<file path="src/rtl/rf_wb_arbiter_if.sv">
// -----------------------------------------------------------------------------
// rf_wb_arbiter_if
// Bundle for the register-file writeback arbiter: two requester handshakes
// (P = in-order pipeline WB stage, M = multi-cycle unit) and the registered
// register-file write port.
//   slave  modport : arbiter side (takes requests, drives ready/stall/rf_*)
//   master modport : requester / environment side
// Signals:
//   p_valid/p_ready/p_rd/p_data  pipeline writeback request
//   m_valid/m_ready/m_rd/m_data  multi-cycle unit writeback request
//   rf_wen/rf_rd/rf_rd_v         register file write port (registered)
//   p_stall                      P holds a request that is being refused
// -----------------------------------------------------------------------------
interface rf_wb_arbiter_if #(
  parameter int XLEN = 32
);
  logic            p_valid;
  logic            p_ready;
  logic [4:0]      p_rd;
  logic [XLEN-1:0] p_data;
  logic            m_valid;
  logic            m_ready;
  logic [4:0]      m_rd;
  logic [XLEN-1:0] m_data;
  logic            rf_wen;
  logic [4:0]      rf_rd;
  logic [XLEN-1:0] rf_rd_v;
  logic            p_stall;

  modport slave (
    input  p_valid, p_rd, p_data, m_valid, m_rd, m_data,
    output p_ready, m_ready, rf_wen, rf_rd, rf_rd_v, p_stall
  );

  modport master (
    output p_valid, p_rd, p_data, m_valid, m_rd, m_data,
    input  p_ready, m_ready, rf_wen, rf_rd, rf_rd_v, p_stall
  );
endinterface

</file>
<file path="src/rtl/rf_wb_arbiter.sv">
// -----------------------------------------------------------------------------
// rf_wb_arbiter
// Shares the single register-file write port between the pipeline WB stage (P)
// and the multi-cycle unit (M). P has fixed priority; after M has lost
// MAX_WAIT consecutive conflicts the arbiter enters FORCE_M and grants M once.
// The winner is registered onto rf_wen/rf_rd/rf_rd_v (1-cycle latency).
// Writes to x0 are accepted but never raise rf_wen.
// Ports:
//   clk   system clock, all state on posedge
//   rst   synchronous, active-low reset
//   bus   rf_wb_arbiter_if.slave (requests, readies, p_stall, rf_* write port)
//   conflict_cnt[15:0], force_cnt[15:0]  only when RF_WB_ARB_STATS_EN is
//         defined: saturating counts of p_valid&&m_valid cycles and of
//         forced M grants.
// Optional feature macro: RF_WB_ARB_STATS_EN
// -----------------------------------------------------------------------------
module rf_wb_arbiter #(
  parameter int XLEN     = 32,
  parameter int MAX_WAIT = 4
) (
  input  logic                clk,
  input  logic                rst,
  rf_wb_arbiter_if.slave      bus
`ifdef RF_WB_ARB_STATS_EN
  ,
  output logic [15:0]         conflict_cnt,
  output logic [15:0]         force_cnt
`endif
);

  typedef enum logic {PRI_P = 1'b0, FORCE_M = 1'b1} state_t;

  localparam logic [3:0] MAX_WAIT_C = 4'(MAX_WAIT);

  // Counter never wraps: a 15 stays 15.
  function automatic logic [3:0] sat_inc4(input logic [3:0] v);
    return (v == 4'hF) ? v : v + 4'd1;
  endfunction

  state_t          state;
  logic [3:0]      wait_cnt;
  logic [3:0]      wait_inc;
  logic            in_pri;
  logic            p_fire;
  logic            m_fire;
  logic            rf_wen_q;
  logic [4:0]      rf_rd_q;
  logic [XLEN-1:0] rf_data_q;

  // Request/grant stage (combinational handshake)
  assign in_pri      = (state == PRI_P);
  assign bus.p_ready = in_pri && bus.p_valid;
  assign bus.m_ready = bus.m_valid && (!in_pri || !bus.p_valid);
  assign bus.p_stall = bus.p_valid && !bus.p_ready;
  assign p_fire      = bus.p_valid && bus.p_ready;
  assign m_fire      = bus.m_valid && bus.m_ready;
  assign wait_inc    = sat_inc4(wait_cnt);

  // Write-port register stage and arbitration state
  always_ff @(posedge clk) begin
    if (!rst) begin
      state     <= PRI_P;
      wait_cnt  <= 4'd0;
      rf_wen_q  <= 1'b0;
      rf_rd_q   <= 5'd0;
      rf_data_q <= '0;
    end else begin
      rf_wen_q <= 1'b0;
      if (p_fire) begin
        rf_wen_q  <= (bus.p_rd != 5'd0);
        rf_rd_q   <= bus.p_rd;
        rf_data_q <= bus.p_data;
      end else if (m_fire) begin
        rf_wen_q  <= (bus.m_rd != 5'd0);
        rf_rd_q   <= bus.m_rd;
        rf_data_q <= bus.m_data;
      end

      if (state == PRI_P) begin
        if (p_fire && bus.m_valid) begin
          wait_cnt <= wait_inc;
          // >= also covers a count left at MAX_WAIT by an M drop in FORCE_M.
          if (wait_inc >= MAX_WAIT_C) state <= FORCE_M;
        end else if (m_fire) begin
          wait_cnt <= 4'd0;
        end
      end else begin
        // Leave FORCE_M whether M transferred or (illegally) withdrew.
        state <= PRI_P;
        if (m_fire) wait_cnt <= 4'd0;
      end
    end
  end

  assign bus.rf_wen  = rf_wen_q;
  assign bus.rf_rd   = rf_rd_q;
  assign bus.rf_rd_v = rf_data_q;

`ifdef RF_WB_ARB_STATS_EN
  function automatic logic [15:0] sat_inc16(input logic [15:0] v);
    return (v == 16'hFFFF) ? v : v + 16'd1;
  endfunction

  // Statistics stage
  always_ff @(posedge clk) begin
    if (!rst) begin
      conflict_cnt <= 16'd0;
      force_cnt    <= 16'd0;
    end else begin
      if (bus.p_valid && bus.m_valid) conflict_cnt <= sat_inc16(conflict_cnt);
      if (m_fire && !in_pri)          force_cnt    <= sat_inc16(force_cnt);
    end
  end
`endif

endmodule

</file>
<file path="src/flat_wrapper.sv">
// flat-port wrapper written by rule: the top's interface ports become plain ports
module rf_wb_arbiter_flat 
#(
  parameter int XLEN     = 32,
  parameter int MAX_WAIT = 4
)
  (clk, rst, bus_p_valid, bus_p_rd, bus_p_data, bus_m_valid, bus_m_rd, bus_m_data, bus_p_ready, bus_m_ready, bus_rf_wen, bus_rf_rd, bus_rf_rd_v, bus_p_stall);
  rf_wb_arbiter_if #(.XLEN(XLEN)) bus_i ();
  input  logic clk;
  input  logic rst;
  input wire logic [$bits(bus_i.p_valid)-1:0] bus_p_valid;
  input wire logic [$bits(bus_i.p_rd)-1:0] bus_p_rd;
  input wire logic [$bits(bus_i.p_data)-1:0] bus_p_data;
  input wire logic [$bits(bus_i.m_valid)-1:0] bus_m_valid;
  input wire logic [$bits(bus_i.m_rd)-1:0] bus_m_rd;
  input wire logic [$bits(bus_i.m_data)-1:0] bus_m_data;
  output wire logic [$bits(bus_i.p_ready)-1:0] bus_p_ready;
  output wire logic [$bits(bus_i.m_ready)-1:0] bus_m_ready;
  output wire logic [$bits(bus_i.rf_wen)-1:0] bus_rf_wen;
  output wire logic [$bits(bus_i.rf_rd)-1:0] bus_rf_rd;
  output wire logic [$bits(bus_i.rf_rd_v)-1:0] bus_rf_rd_v;
  output wire logic [$bits(bus_i.p_stall)-1:0] bus_p_stall;
  assign bus_i.p_valid = bus_p_valid;
  assign bus_i.p_rd = bus_p_rd;
  assign bus_i.p_data = bus_p_data;
  assign bus_i.m_valid = bus_m_valid;
  assign bus_i.m_rd = bus_m_rd;
  assign bus_i.m_data = bus_m_data;
  assign bus_p_ready = bus_i.p_ready;
  assign bus_m_ready = bus_i.m_ready;
  assign bus_rf_wen = bus_i.rf_wen;
  assign bus_rf_rd = bus_i.rf_rd;
  assign bus_rf_rd_v = bus_i.rf_rd_v;
  assign bus_p_stall = bus_i.p_stall;
  rf_wb_arbiter #(.XLEN(XLEN), .MAX_WAIT(MAX_WAIT)) u_core (.clk(clk), .rst(rst), .bus(bus_i));
endmodule
</file>
<file path="config.mk">
export PLATFORM = sky130hd
export DESIGN_NAME = rf_wb_arbiter_flat
export DESIGN_NICKNAME = d
export VERILOG_FILES = /design/src/rtl/rf_wb_arbiter_if.sv /design/src/rtl/rf_wb_arbiter.sv /design/src/flat_wrapper.sv
export SDC_FILE = /design/constraint.sdc
export NUM_CORES = 1
export LEC_CHECK = 0
export ABC_AREA = 1
export BUFFER_PORTS_ARGS = -buffer_cell sky130_fd_sc_hd__clkbuf_2
export CAP_MARGIN = 20
export CORE_ASPECT_RATIO = 0.6
export CORE_MARGIN = 4
export CORE_UTILIZATION = 40
export CTS_BUF_LIST = sky130_fd_sc_hd__clkbuf_8
export DETAILED_ROUTE_END_ITERATION = 10
export MAX_ROUTING_LAYER = met4
export PLACE_DENSITY = 0.73
export SLEW_MARGIN = 10
export SYNTH_ARGS = -nofsm -noshare
export SYNTH_HDL_FRONTEND = slang
export SYNTH_SLANG_ARGS = --single-unit
</file>
<file path="constraint.sdc">
create_clock -name clk -period 3 [get_ports clk]
set_input_delay 0.6 -clock clk [delete_from_list [all_inputs] [get_ports clk]]
set_output_delay 0.6 -clock clk [all_outputs]
set_load 0.01 [all_outputs]
</file>
==> results of run 1 <==
## final cells by class
cell class              instances  area [sq um]
multi-input cells             258          1070
fillers                       542          2310
clock inverters                 3          16.3
inverters                      48           180
flip-flops and latches         43           861
well taps                      66          82.6
clock buffers                   5          68.8
repair buffers                121           613
## critical path, stage by stage
cell	delay, ns
clkbuf_2	0.11
nand2_4	0.37
nand2_1	0.20
inv_1	0.12
clkbuf_2	0.13
## worst paths after layout
path                            depth (start not counted)                endpoint          from  slack (ns)
worst max-delay path                                    5             bus_m_ready   bus_p_valid        0.87
worst min-delay path                                    2                register      register        0.52
worst max register to register                          6  u_core.bus.rf_rd_v[10]  u_core.state        1.30
worst min register to register                          2                register      register        0.52
## cell usage in the layout, fill, tap and decap left out, drive strengths merged, types with 2 or more instances in the layout
cell and instances:
nand2 93, buf 3, nor2 102, nand3 52, clkinv 2, nand3b 2, a21oi 5, clkbuf 123
dfxtp 43, inv 48
## flip-flops by register name, indices dropped and copies added, names as in the netlist, named ones only
register and cells:
u_core.bus.rf_wen 1, u_core.state 1, u_core.wait_cnt 3, u_core.bus.rf_rd 5, u_core.bus.rf_rd_v 32
## cell families after synthesis
group,after synthesis
flops,43
buf+inv,68
simple gates,250
compound gates,7
fa+ha+maj,1
## report_power, final
group	total [uW]	internal, uW	switching [uW]
clock network	349	159	189
registers	629	608	20.9
logic	258	109	149
total	1240	876	359
## cells in the mapped netlist, types with 2 or more instances
cell / number
nand3_1: 52
nand3b_1: 2
clkbuf_1: 2
inv_2: 3
dfxtp_1: 43
inv_1: 44
buf_6: 2
nor2_1: 102
nand2_1: 91
buf_2: 15
a21oi_1: 5
## metrics by stage
stage	worst slack, ns	hold slack, ns	cells
6_report	0.873	0.523	544
5_1_grt	0.733	0.552	544
3_5_place_dp	0.873	0.506	536
4_1_cts	0.873	0.519	544
2_1_floorplan	1.46	0.473	369
3_3_place_gp	0.910	0.495	536
## layer usage
metal / global-route usage [%] / vias up
li1: - / 1325
met1: 22.5 / 1010
met2: 28.2 / 82
met3: 6.58 / 6
met4: 2.99 / 0
met5: - / -
==> results.toml, run 1 <==
[drt]
num_vias = 2423
drtIter0Drc = 81
detail-route-antenna-nets = 0
highest_layer = "met4"
routed_wirelength_um = 5940
viasPerCell = 4.45
wl_met2_um = 2480
wl_met1_um = 2920
dr_wl_met3_um = 517
drt_drc_violations_left = 0
first_pass_iters = 5
avgRoutedWirePerCell_um = 10.9

[yosys]
synth_edf_count = 0
synth_compound_area_share_pct = 1.69
synthAdderAreaFrac_pct = 0.563
ys_seq_area_share_pct = 38.7
synth_area_sq_um = 2220
synth_async_sr_flop_share_pct = 0
synth_seq_cells = 43
synth_area_per_cell_sq_um = 6.03
synth.top_cell.area_share_pct = 38.7
synth_top_family_by_area = "simple AND/OR/NAND/NOR gates"
yosys_warnings = 0
ys_types = 19
synthMuxAreaShare_pct = 0
synthXorXnorAreaFrac_pct = 0
synth_fp_nets = 448
yosysTopAreaCell = "dfxtp_1"
synth_ff_type = "dfxtp_1"
synthSimpleGateAreaFrac_pct = 46.0
synthCells = 369
synth_area_leaders = "dfxtp_1 39%, nor2_1 17%, nand2_1 15%"

[sta]
tightest_slew_ns = 0.620
skew_ns = 0.00258
report.final.slew_viol_count = 0
setup_viol = 0
rsz0062_at_grt = "false"
hold_viol = 0
clock.fmax_mhz = 470
finalCritPeriodShare_pct = 70.9
maxSlewHeadroom_pct = 58.5
min_period_ns = 2.13
setup_tns_ns = 0

[clock_tree]
cts_setup_buffers = 0
cts-hold-fix-buffers = 0
clockBufferDepth = 2
h-tree-depth = 2
clkSlewWorstSetupHoldPaths_ns = 0.08
cts_buffers = 5
cts_sinks = 43
cts_tree = "yes"
clock_latency_ns = 0.28
cts_resized = 0
ctsRootBufferMaster = "clkbuf_8"

[placed_design]
place_area_sq_um = 2810
gp_congestion = 0.789
hpwlAfterDp_um = 4490
port_buffers = 118

[pwr]
p_per_area_nw_per_um2 = 427
finalPower_uw = 1240
power.leakage_uw = 0.00164
irDropWorstVdd_mv = 0.187

[critical_path]
crit_path_max_fanout = 46
cp-start-kind = "primary input"
critPathArrivalTime_ns = 1.53
crit_type = "primary input to output pin"
crit_required_ns = 2.40
worstSetupEndpointType = "output pin"

[finish]
nNetsFinal = 556
area_growth_pct = 30.2
final_core_util_pct = 55.6
num_antenna_cells = 0
design_area_sq_um = 2900
drive_gt1_share_pct = 27.8

[die]
die_h_um = 65.8
start_util_pct = 42.7
fp.coreArea_sq_um = 5200
die_area_sq_um = 6850
io_pins = 119
rows = 20
dieWidth_um = 104

[global_route]
track_usage_pct = 17.9
grt_max_degree = 47
grt_pass1_vias = 2171
grt_first_pass_wirelength_um = 9800
grt_overflow_total = 0
antenna_found_initial = 0

[run_status]
status = "finished, final reports clean"

[worst_hold_path]
hp-class = "register to register"

[job]
maxCapViolations = 0
Power figures use the tool's default switching activity.
==> inputs of run 2 (changes only) <==
- PLACE_DENSITY: 0.73 -> 0.75
- clock period: 3 -> 1.7 ns (I/O delays scaled with it)
==> results.toml, run 2 (synthesis gave the netlist of run 1 again) <==
[finish]
nNetsFinal = 561
final_core_util_pct = 56.7
final_cell_mix = "118 x clkbuf_2, 102 x nor2_1, 91 x nand2_1, 52 x nand3_1, 44 x inv_1"
num_antenna_cells = 0
largest_reg_flops = 32
final_common_cell = "clkbuf_2"
area_growth_pct = 32.8
drive_gt1_share_pct = 28.8

[clock_tree]
cts_sinks = 43
ctsRootBufferMaster = "clkbuf_8"
clkSlewWorstSetupHoldPaths_ns = 0.08
h-tree-depth = 2
cts_buffers = 5
clock_latency_ns = 0.29
cts_resized = 0
clockBufferDepth = 2
cts_setup_buffers = 0
cts_tree = "yes"
cts-hold-fix-buffers = 0

[die]
fp.coreArea_sq_um = 5200
rows = 20
io_pins = 119
dieWidth_um = 104
die_h_um = 65.8
die_area_sq_um = 6850
start_util_pct = 42.7

[critical_path]
crit_required_ns = 1.36
crit_path_max_incr_delay_ns = 0.36
worstSetupEndpointType = "output pin"
critPathBufInv = 3
cp-start-kind = "register"
critPathArrivalTime_ns = 1.23
crit_chain = "inv_2 > nand2_8 > nand2_1 > inv_1 > clkbuf_2"
critPathTopFamily = "flip-flops"
crit_path_max_fanout = 22
crit_type = "register to output pin"
crit_path_top_delay_cell = "dfxtp_1"

[drt]
drt_drc_violations_left = 0
first_pass_iters = 4
num_vias = 2479
avgRoutedWirePerCell_um = 11.1
routed_wirelength_um = 6100
viasPerCell = 4.52
detail-route-antenna-nets = 0
drtIter0Drc = 88

[sta]
tightest_slew_ns = 0.294
maxSlewHeadroom_pct = 80.2
finalCritPeriodShare_pct = 92.2
skew_ns = 0.00425
min_period_ns = 1.57
clock.fmax_mhz = 638
rsz0062_at_grt = "false"
setup_tns_ns = 0
report.final.slew_viol_count = 0
hold_viol = 0
setup_viol = 0

[global_route]
grt_overflow_total = 0
grt_first_pass_wirelength_um = 10400
grt_pass1_vias = 2295
track_usage_pct = 18.8
grt_max_degree = 33
antenna_found_initial = 0

[pwr]
p_per_area_nw_per_um2 = 744
power.leakage_uw = 0.00168
irDropWorstVdd_mv = 0.329

[worst_hold_path]
hp-class = "primary input to register"

[placed_design]
port_buffers = 118
gp_congestion = 0.789
hpwlAfterDp_um = 4740

[job]
maxCapViolations = 0

[run_status]
status = "finished, final reports clean"
-- run 2: cell count changes in the layout (fill, tap and decap cells not counted), sizes merged --
cell | before | now
inv | 48 | 47
clkinv | 2 | 4
clkinvlp | 1 | 0
buf | 3 | 8
-- run 2: stage by stage --
stage               worst slack, ns  std cells  hold slack [ns]  cell area (sq um)  power (uW)
finish                        0.132        549            0.355               2950        2200
global route                 0.0286        549            0.358               2950        2360
CTS                          0.0329        549            0.347               2940        2230
detailed placement            0.304        541            0.496               2860        1610
global placement              0.327        541            0.498               2860        1600
floorplan                     0.593        369            0.473               2220        1400
-- run 2: metal layers --
metal	wire, um	GRT usage [%]	up-vias	share of wire, %
li1	-	-	1335	-
met1	3060	24.3	1056	50
met2	2670	31.3	88	44
met3	368	4.32	0	6.0
met4	0	2.49	0	0
met5	0	-	-	0
-- run 2: final timing paths --
check | startpoint | endpoint | slack (ns) | cells past startpoint
worst max-delay path | u_core.state | bus_m_ready | 0.13 | 5
worst min-delay path | bus_p_data[26] | u_core.bus.rf_rd_v[26] | 0.36 | 5
worst max register to register | u_core.state | u_core.bus.rf_rd_v[23] | 0.44 | 8
worst min register to register | register | register | 0.52 | 2
-- run 2: where the power goes --
group	switching [uW]	internal [uW]
sequential	35.6	1070
clock	329	281
combinational	272	206
-- run 2: cell type report --
cell class / count / area [sq um]
Clock buffer: 5 / 68.8
Clock inverter: 3 / 15.0
Fill cell: 543 / 2250
Inverter: 48 / 180
Multi-Input combinational cell: 258 / 1080
Sequential cell: 43 / 861
Tap cell: 66 / 82.6
Timing Repair Buffer: 126 / 663
-- run 2: worst register-to-register path, stage by stage (launching register included) --
cell	delay [ns]
dfxtp_1	0.33
inv_2	0.12
nand2_8	0.13
inv_2	0.10
buf_4	0.23
nand2_1	0.10
nand2_1	0.08
nor2_1	0.04
nor2_1	0.08
